$ cat config.mk
export PLATFORM = sky130hd
export DESIGN_NAME = hw3_det_ctrl
export DESIGN_NICKNAME = d
export VERILOG_FILES = /design/src/rtl/hw3_pkg.sv /design/src/rtl/hw3_match_cnt.sv /design/src/rtl/hw3_det_ctrl.sv
export SDC_FILE = /design/constraint.sdc
export NUM_CORES = 1
export LEC_CHECK = 0
export BUFFER_PORTS_ARGS = -buffer_cell sky130_fd_sc_hd__buf_4
export CORE_UTILIZATION = 57
export DETAILED_ROUTE_END_ITERATION = 6
export PLACE_DENSITY = 0.88
export SKIP_CTS_REPAIR_TIMING = 1
export SYNTH_ARGS = -nofsm -noshare
export SYNTH_HDL_FRONTEND = slang
export SYNTH_HIERARCHICAL = 1
export SYNTH_SLANG_ARGS = --single-unit
$ cat constraint.sdc
create_clock -name i_clk -period 6.7 [get_ports i_clk]
set_clock_uncertainty 0.05 [all_clocks]
set_input_delay 0.67 -clock i_clk [delete_from_list [all_inputs] [get_ports i_clk]]
set_output_delay 0.67 -clock i_clk [all_outputs]
set_load 0.02 [all_outputs]
$ cat src/rtl/hw3_pkg.sv
// Shared definitions for the HW3 "1101101" detector stream controller.
package hw3_pkg;

    typedef enum logic [1:0] {
        IDLE  = 2'd0,
        SHIFT = 2'd1,
        DRAIN = 2'd2
    } state_e;

    localparam logic [6:0] PATTERN    = 7'b1101101;
    localparam int         DEF_WORD_W = 8;
    localparam int         DEF_CNT_W  = 8;

    // True when the newest seven serial bits (oldest in bit 6) form the pattern.
    function automatic logic pattern_hit(input logic [6:0] window);
        return window == PATTERN;
    endfunction

endpackage

$ cat src/rtl/hw3_match_cnt.sv
// Saturating count of detector hits with a sticky threshold interrupt.
module hw3_match_cnt
    import hw3_pkg::*;
#(
    parameter int CNT_W = DEF_CNT_W
) (
    input  logic             i_clk,
    input  logic             i_rst_n,
    input  logic             i_clear,
    input  logic             i_find,
    input  logic [CNT_W-1:0] i_thresh,
    output logic [CNT_W-1:0] o_cnt,
    output logic             o_irq
);

    localparam logic [CNT_W-1:0] CNT_ONE = {{(CNT_W-1){1'b0}}, 1'b1};
    localparam logic [CNT_W-1:0] CNT_MAX = '1;

    logic [CNT_W-1:0] cnt_q, cnt_d, cnt_inc;
    logic             irq_q, irq_d;

    // Next count/irq: clear wins and swallows a same-edge find; count sticks at all-ones.
    always_comb begin
        cnt_inc = (cnt_q == CNT_MAX) ? cnt_q : cnt_q + CNT_ONE;
        cnt_d   = cnt_q;
        irq_d   = irq_q;
        if (i_clear) begin
            cnt_d = '0;
            irq_d = 1'b0;
        end else if (i_find) begin
            cnt_d = cnt_inc;
            if ((cnt_inc == i_thresh) && (i_thresh != '0)) begin
                irq_d = 1'b1;
            end
        end
    end

    // Count and irq registers.
    always_ff @(posedge i_clk or negedge i_rst_n) begin
        if (!i_rst_n) begin
            cnt_q <= '0;
            irq_q <= 1'b0;
        end else begin
            cnt_q <= cnt_d;
            irq_q <= irq_d;
        end
    end

    assign o_cnt = cnt_q;
    assign o_irq = irq_q;

endmodule

$ cat src/rtl/hw3_det_ctrl.sv
// Feeds parallel words MSB-first into an HW3_dp detector and tallies its hits.
module hw3_det_ctrl
    import hw3_pkg::*;
#(
    parameter int WORD_W   = DEF_WORD_W,
    parameter int CNT_W    = DEF_CNT_W,
    parameter int FIND_LAT = 1
) (
    input  logic              i_clk,
    input  logic              i_rst_n,
    input  logic              i_enable,
    input  logic              i_clear,
    input  logic              i_word_valid,
    input  logic [WORD_W-1:0] i_word,
    output logic              o_word_ready,
    input  logic [CNT_W-1:0]  i_thresh,
    input  logic              i_find,
    output logic              o_det_data,
    output logic              o_det_rst_n,
    output logic              o_busy,
    output logic [CNT_W-1:0]  o_match_cnt,
    output logic              o_irq
);

    localparam int BC_W = (WORD_W > 1) ? $clog2(WORD_W) : 1;
    localparam int DC_W = $clog2(FIND_LAT + 1);

    localparam logic [BC_W-1:0] BC_LAST = BC_W'(WORD_W - 1);
    localparam logic [BC_W-1:0] BC_ONE  = BC_W'(1);
    localparam logic [DC_W-1:0] DC_INIT = DC_W'(FIND_LAT);
    localparam logic [DC_W-1:0] DC_ONE  = DC_W'(1);

    state_e            state_q, state_d;
    logic              en_q;
    logic [WORD_W-1:0] shreg_q, shreg_d;
    logic [BC_W-1:0]   bitcnt_q, bitcnt_d;
    logic [DC_W-1:0]   drain_q, drain_d;
    logic              det_data_q, det_data_d;
    logic              det_rst_n_q, det_rst_n_d;
    logic              accept;

    // A new word may enter from IDLE or on the last bit of the current one, so the stream has no bubbles.
    assign o_word_ready = en_q && !i_clear &&
                          ((state_q == IDLE) || ((state_q == SHIFT) && (bitcnt_q == '0)));
    assign accept       = i_word_valid && o_word_ready;

    // Next-state and shifter logic; the serial bit is precomputed so o_det_data comes straight from a flop.
    always_comb begin
        state_d  = state_q;
        shreg_d  = shreg_q;
        bitcnt_d = bitcnt_q;
        drain_d  = drain_q;
        if (i_clear) begin
            state_d  = IDLE;
            shreg_d  = '0;
            bitcnt_d = '0;
            drain_d  = '0;
        end else begin
            case (state_q)
                IDLE: begin
                    if (accept) begin
                        shreg_d  = i_word;
                        bitcnt_d = BC_LAST;
                        state_d  = SHIFT;
                    end
                end
                SHIFT: begin
                    if (bitcnt_q != '0) begin
                        shreg_d  = shreg_q << 1;
                        bitcnt_d = bitcnt_q - BC_ONE;
                    end else if (accept) begin
                        shreg_d  = i_word;
                        bitcnt_d = BC_LAST;
                    end else begin
                        shreg_d = '0;
                        drain_d = DC_INIT;
                        state_d = DRAIN;
                    end
                end
                DRAIN: begin
                    if (drain_q <= DC_ONE) begin
                        drain_d = '0;
                        state_d = IDLE;
                    end else begin
                        drain_d = drain_q - DC_ONE;
                    end
                end
                default: state_d = IDLE;
            endcase
        end
        det_data_d  = (state_d == SHIFT) ? shreg_d[WORD_W-1] : 1'b0;
        det_rst_n_d = !i_clear;
    end

    // Controller registers; the detector is held in reset until the first edge after release.
    always_ff @(posedge i_clk or negedge i_rst_n) begin
        if (!i_rst_n) begin
            state_q     <= IDLE;
            en_q        <= 1'b0;
            shreg_q     <= '0;
            bitcnt_q    <= '0;
            drain_q     <= '0;
            det_data_q  <= 1'b0;
            det_rst_n_q <= 1'b0;
        end else begin
            state_q     <= state_d;
            en_q        <= i_enable;
            shreg_q     <= shreg_d;
            bitcnt_q    <= bitcnt_d;
            drain_q     <= drain_d;
            det_data_q  <= det_data_d;
            det_rst_n_q <= det_rst_n_d;
        end
    end

    assign o_det_data  = det_data_q;
    assign o_det_rst_n = det_rst_n_q;
    assign o_busy      = (state_q != IDLE);

    hw3_match_cnt #(
        .CNT_W (CNT_W)
    ) u_match_cnt (
        .i_clk    (i_clk),
        .i_rst_n  (i_rst_n),
        .i_clear  (i_clear),
        .i_find   (i_find),
        .i_thresh (i_thresh),
        .o_cnt    (o_match_cnt),
        .o_irq    (o_irq)
    );

endmodule

==> flow_summary.toml <==
[global_routing]
gr-usage-all-layers_pct = 25.9
via_count_of_the_first_global_routing_pass = 1231
antenna_found_initial = 0
overflow = 0
grt_start_max_net_pins = 26
grt_first_pass_wirelength_um = 5340

[cells_and_area]
final_cell_count_no_fill = 222
final_layout_size_suffix_gt1_share_pct = 28.1
layout.nets = 218
antenna-diode-count = 0
fill_cells = 187
final-seq-area_sq_um = 626
area_growth_pct = 18.5
multiInputGateArea_sq_um = 835

[critical_path]
cp.required_ns = 5.98
crit_path_cell_trace = "inv_1 -> ha_1 -> ha_1 -> nand2b_2 -> and3_2 -> buf_4"
data_arrival_time_at_the_worst_slack_endpoint_ns = 1.78
timing.critical_path.from_type = "flip-flop"
maximum_fanout_along_the_worst_path = 6
critPathSlowestCell = "sky130_fd_sc_hd__dfrtp_1"
element_type_at_the_critical_path_end = "output port"
worst_path_largest_cell_delay_ns = 0.41
timing_worst_setup_path_type = "reg -> out"
critical_path.most_common_cell = "sky130_fd_sc_hd__ha_1"

[drt]
routed_length_per_placed_instance_um = 15.2
final_ant_viol_nets = 0
wl_um = 3370
routed_via_density = 6.10
detail_route.first_pass.iterations = 4
route.vias.total = 1354
remaining_drc_errors = 0
drt_first_iter_violations = 50

[cts]
cts_tree = "done"
ctsRootBufferMaster = "sky130_fd_sc_hd__clkbuf_4"
clk_path_buf_depth = 2
clock_sink_count = 25
clock_network_latency_to_the_later_pin_of_the_worst_skew_pair_ns = 0.33
cts.reportedPaths.clkPinSlew_ns = 0.14
inserted_clock_buffers = 3
cts-htree-levels = 1

[synth]
synth_fp_nets = 184
synth_cell_types = 52
synth.avg_cell_area_sq_um = 9.63
gate_count_of_the_mapped_netlist = 159
post_synth_instance_area_sq_um = 1530
number_of_warnings_printed_during_yosys_synthesis = 6
synth_area_leaders = "sky130_fd_sc_hd__dfrtp_1 (41%), sky130_fd_sc_hd__nor2_1 (4.4%), sky130_fd_sc_hd__o2bb2ai_1 (3.4%)"
yosysSeqAreaShare_pct = 40.8
synth-seq-cells = 25
synthDominantAreaCellType = "sky130_fd_sc_hd__dfrtp_1"
netlist.area_leader.share_pct = 40.8
async_flop_share_pct = 100
synth-edff-count = 0
ys_dominant_reg_cell = "sky130_fd_sc_hd__dfrtp_1"

[power_and_ir_drop]
vdd_drop_max_v = 0.000119
power.share.clock_pct = 24.0
swShare_pct = 29.4
power_density_nw_per_um2 = 161
totalPowerFinal_w = 0.000292
p_comb_share_pct = 20.5
power_switching_w = 0.0000858
power.internal_w = 0.000206
sequentialPowerShare_pct = 55.5
static-leakage-power_nw = 0.822

[sta]
maxSlewHeadroom_pct = 69.1
period_minus_slack_ns = 2.50
timing.final.setup_violations = 0
slew_viol_final = 0
finalHoldViolations = 0
worstMarginPinSlew_ns = 0.463
whs_ns = 0.160
layout_worst_path_cycle_share_pct = 37.3
tns_ns = 0
grt_setup_unrepaired = "no"
max_clock_freq_ghz = 0.400
finalWorstSetupSlack_ns = 4.20

[floorplanning]
die_height_um = 53.8
placementRows = 18
initial_core_util_pct = 61.3
fp.dieW_um = 53.8
top_level_ports = 35
design.die.area_sq_um = 2900
core_outline_area_sq_um = 2500

[placement]
placement.setup.worst_slack_ns = 4.32
place.port_buffers = 34
hpwl_dp_um = 2490
gp_congestion = 0.887
dpl.cell_count = 218

[min_path]
hold_class = "in -> async"

[run]
maxCapViolations = 0

[outcome]
outcome = "finished clean"
-- through the flow --
step	instance area [sq um]	util (%)
finish	1810	72.6
global route	1810	72.6
CTS	1810	72.6
detailed placement	1790	71.5
global placement	1790	71.5
floorplan	1530	-
-- worst max-delay path, delay by kind of cell, from the launching register on --
| kind | cells | cell delay [ns] |
|---|---|---|
| fa+ha+maj | 2 | 0.39 |
| buf+inv | 2 | 0.22 |
| simple gates | 2 | 0.44 |
| flops | 1 | 0.41 |
-- final timing paths --
check | slack, ns | cells after the start | to | from
worst max register to register | 4.28 | 7 | u_match_cnt/o_irq | u_match_cnt/o_cnt[0]
worst min register to register | 0.45 | 1 | shreg_q[6] | shreg_q[6]
max in group asynchronous | 6.20 | 1 | en_q | i_rst_n
min in group i_clk | 0.39 | 1 | en_q | i_enable
worst max-delay path | 4.20 | 6 | o_word_ready | bitcnt_q[0]
worst min-delay path | 0.16 | 1 | u_match_cnt/o_cnt[7] | i_rst_n
-- metal layers --
layer	track usage [%]	part of all wire [%]	up-vias
li1	-	-	649
met5	0	0	-
met1	33.3	43	645
met4	11.0	1.7	0
met3	4.80	5.2	7
met2	42.2	50	53
-- final cells by class --
class | count | area share (%)
Clock buffer | 3 | 1.24
Clock inverter | 1 | 0.276
Inverter | 9 | 1.86
Multi-Input combinational cell | 120 | 46.0
Sequential cell | 25 | 34.5
Tap cell | 30 | 2.07
Timing Repair Buffer | 34 | 14.1
-- synth_stat cells, types with 2 or more instances --
library cell and number:
sky130_fd_sc_hd__nand3_1 6, sky130_fd_sc_hd__buf_6 2, sky130_fd_sc_hd__ha_1 3, sky130_fd_sc_hd__a22oi_1 6, sky130_fd_sc_hd__a31oi_1 2, sky130_fd_sc_hd__dfrtp_1 25
sky130_fd_sc_hd__a21oi_1 10, sky130_fd_sc_hd__nor3b_1 2, sky130_fd_sc_hd__nand2_1 5, sky130_fd_sc_hd__and3_1 2, sky130_fd_sc_hd__mux2i_1 4, sky130_fd_sc_hd__xnor2_1 4
sky130_fd_sc_hd__xor2_1 3, sky130_fd_sc_hd__nor2_1 18, sky130_fd_sc_hd__o2bb2ai_1 6, sky130_fd_sc_hd__a211oi_1 3, sky130_fd_sc_hd__nor3_1 2, sky130_fd_sc_hd__nor4_1 2
sky130_fd_sc_hd__o21ai_0 8, sky130_fd_sc_hd__inv_1 9, sky130_fd_sc_hd__nand2b_1 4, sky130_fd_sc_hd__a311oi_1 3
-- power groups by stage --
stage                     registers [W]   logic, W  clock network (W)
after detailed placement       0.000165  0.0000595                  0
after global placement         0.000164  0.0000573                  0
final                          0.000162  0.0000599          0.0000700
after CTS                      0.000162  0.0000600          0.0000712
after floorplan                0.000165  0.0000340                  0
after global routing           0.000163  0.0000666          0.0000784
-- cells in the final DEF, fill, tap and decap left out, types with 2 or more instances in the layout --
cell | synthesis | layout
sky130_fd_sc_hd__a211oi_1 | 3 | 3
sky130_fd_sc_hd__nand2b_1 | 4 | 4
sky130_fd_sc_hd__o2bb2ai_1 | 6 | 6
sky130_fd_sc_hd__a22oi_1 | 6 | 6
sky130_fd_sc_hd__nor4_1 | 2 | 2
sky130_fd_sc_hd__a21oi_1 | 10 | 10
sky130_fd_sc_hd__a311oi_1 | 3 | 3
sky130_fd_sc_hd__nor2_1 | 18 | 18
sky130_fd_sc_hd__nor3b_1 | 2 | 2
sky130_fd_sc_hd__a31oi_1 | 2 | 2
sky130_fd_sc_hd__xor2_1 | 3 | 3
sky130_fd_sc_hd__inv_1 | 9 | 9
sky130_fd_sc_hd__nand3_1 | 6 | 6
sky130_fd_sc_hd__clkbuf_4 | 0 | 3
sky130_fd_sc_hd__o21ai_0 | 8 | 8
sky130_fd_sc_hd__and3_1 | 2 | 2
sky130_fd_sc_hd__buf_4 | 1 | 34
sky130_fd_sc_hd__xnor2_1 | 4 | 4
sky130_fd_sc_hd__ha_1 | 3 | 3
sky130_fd_sc_hd__nor3_1 | 2 | 2
sky130_fd_sc_hd__nand2_1 | 5 | 5
sky130_fd_sc_hd__mux2i_1 | 4 | 4
sky130_fd_sc_hd__dfrtp_1 | 25 | 25
-- sequential cells by signal (all words and copies together), names as in the netlist --
signal,flops
state_q,2
bitcnt_q,3
o_det_rst_n,1
o_det_data,1
shreg_q,8
u_match_cnt/o_cnt,8
u_match_cnt/o_irq,1
en_q,1
-- cells by family after synthesis --
group,share of synthesized area (%)
fa+ha+maj,2.45
compound gates,23.2
xor+xnor,4.00
mux,2.61
flops,40.8
buf+inv,4.66
simple gates,22.2
Power figures use the tool's default switching activity.
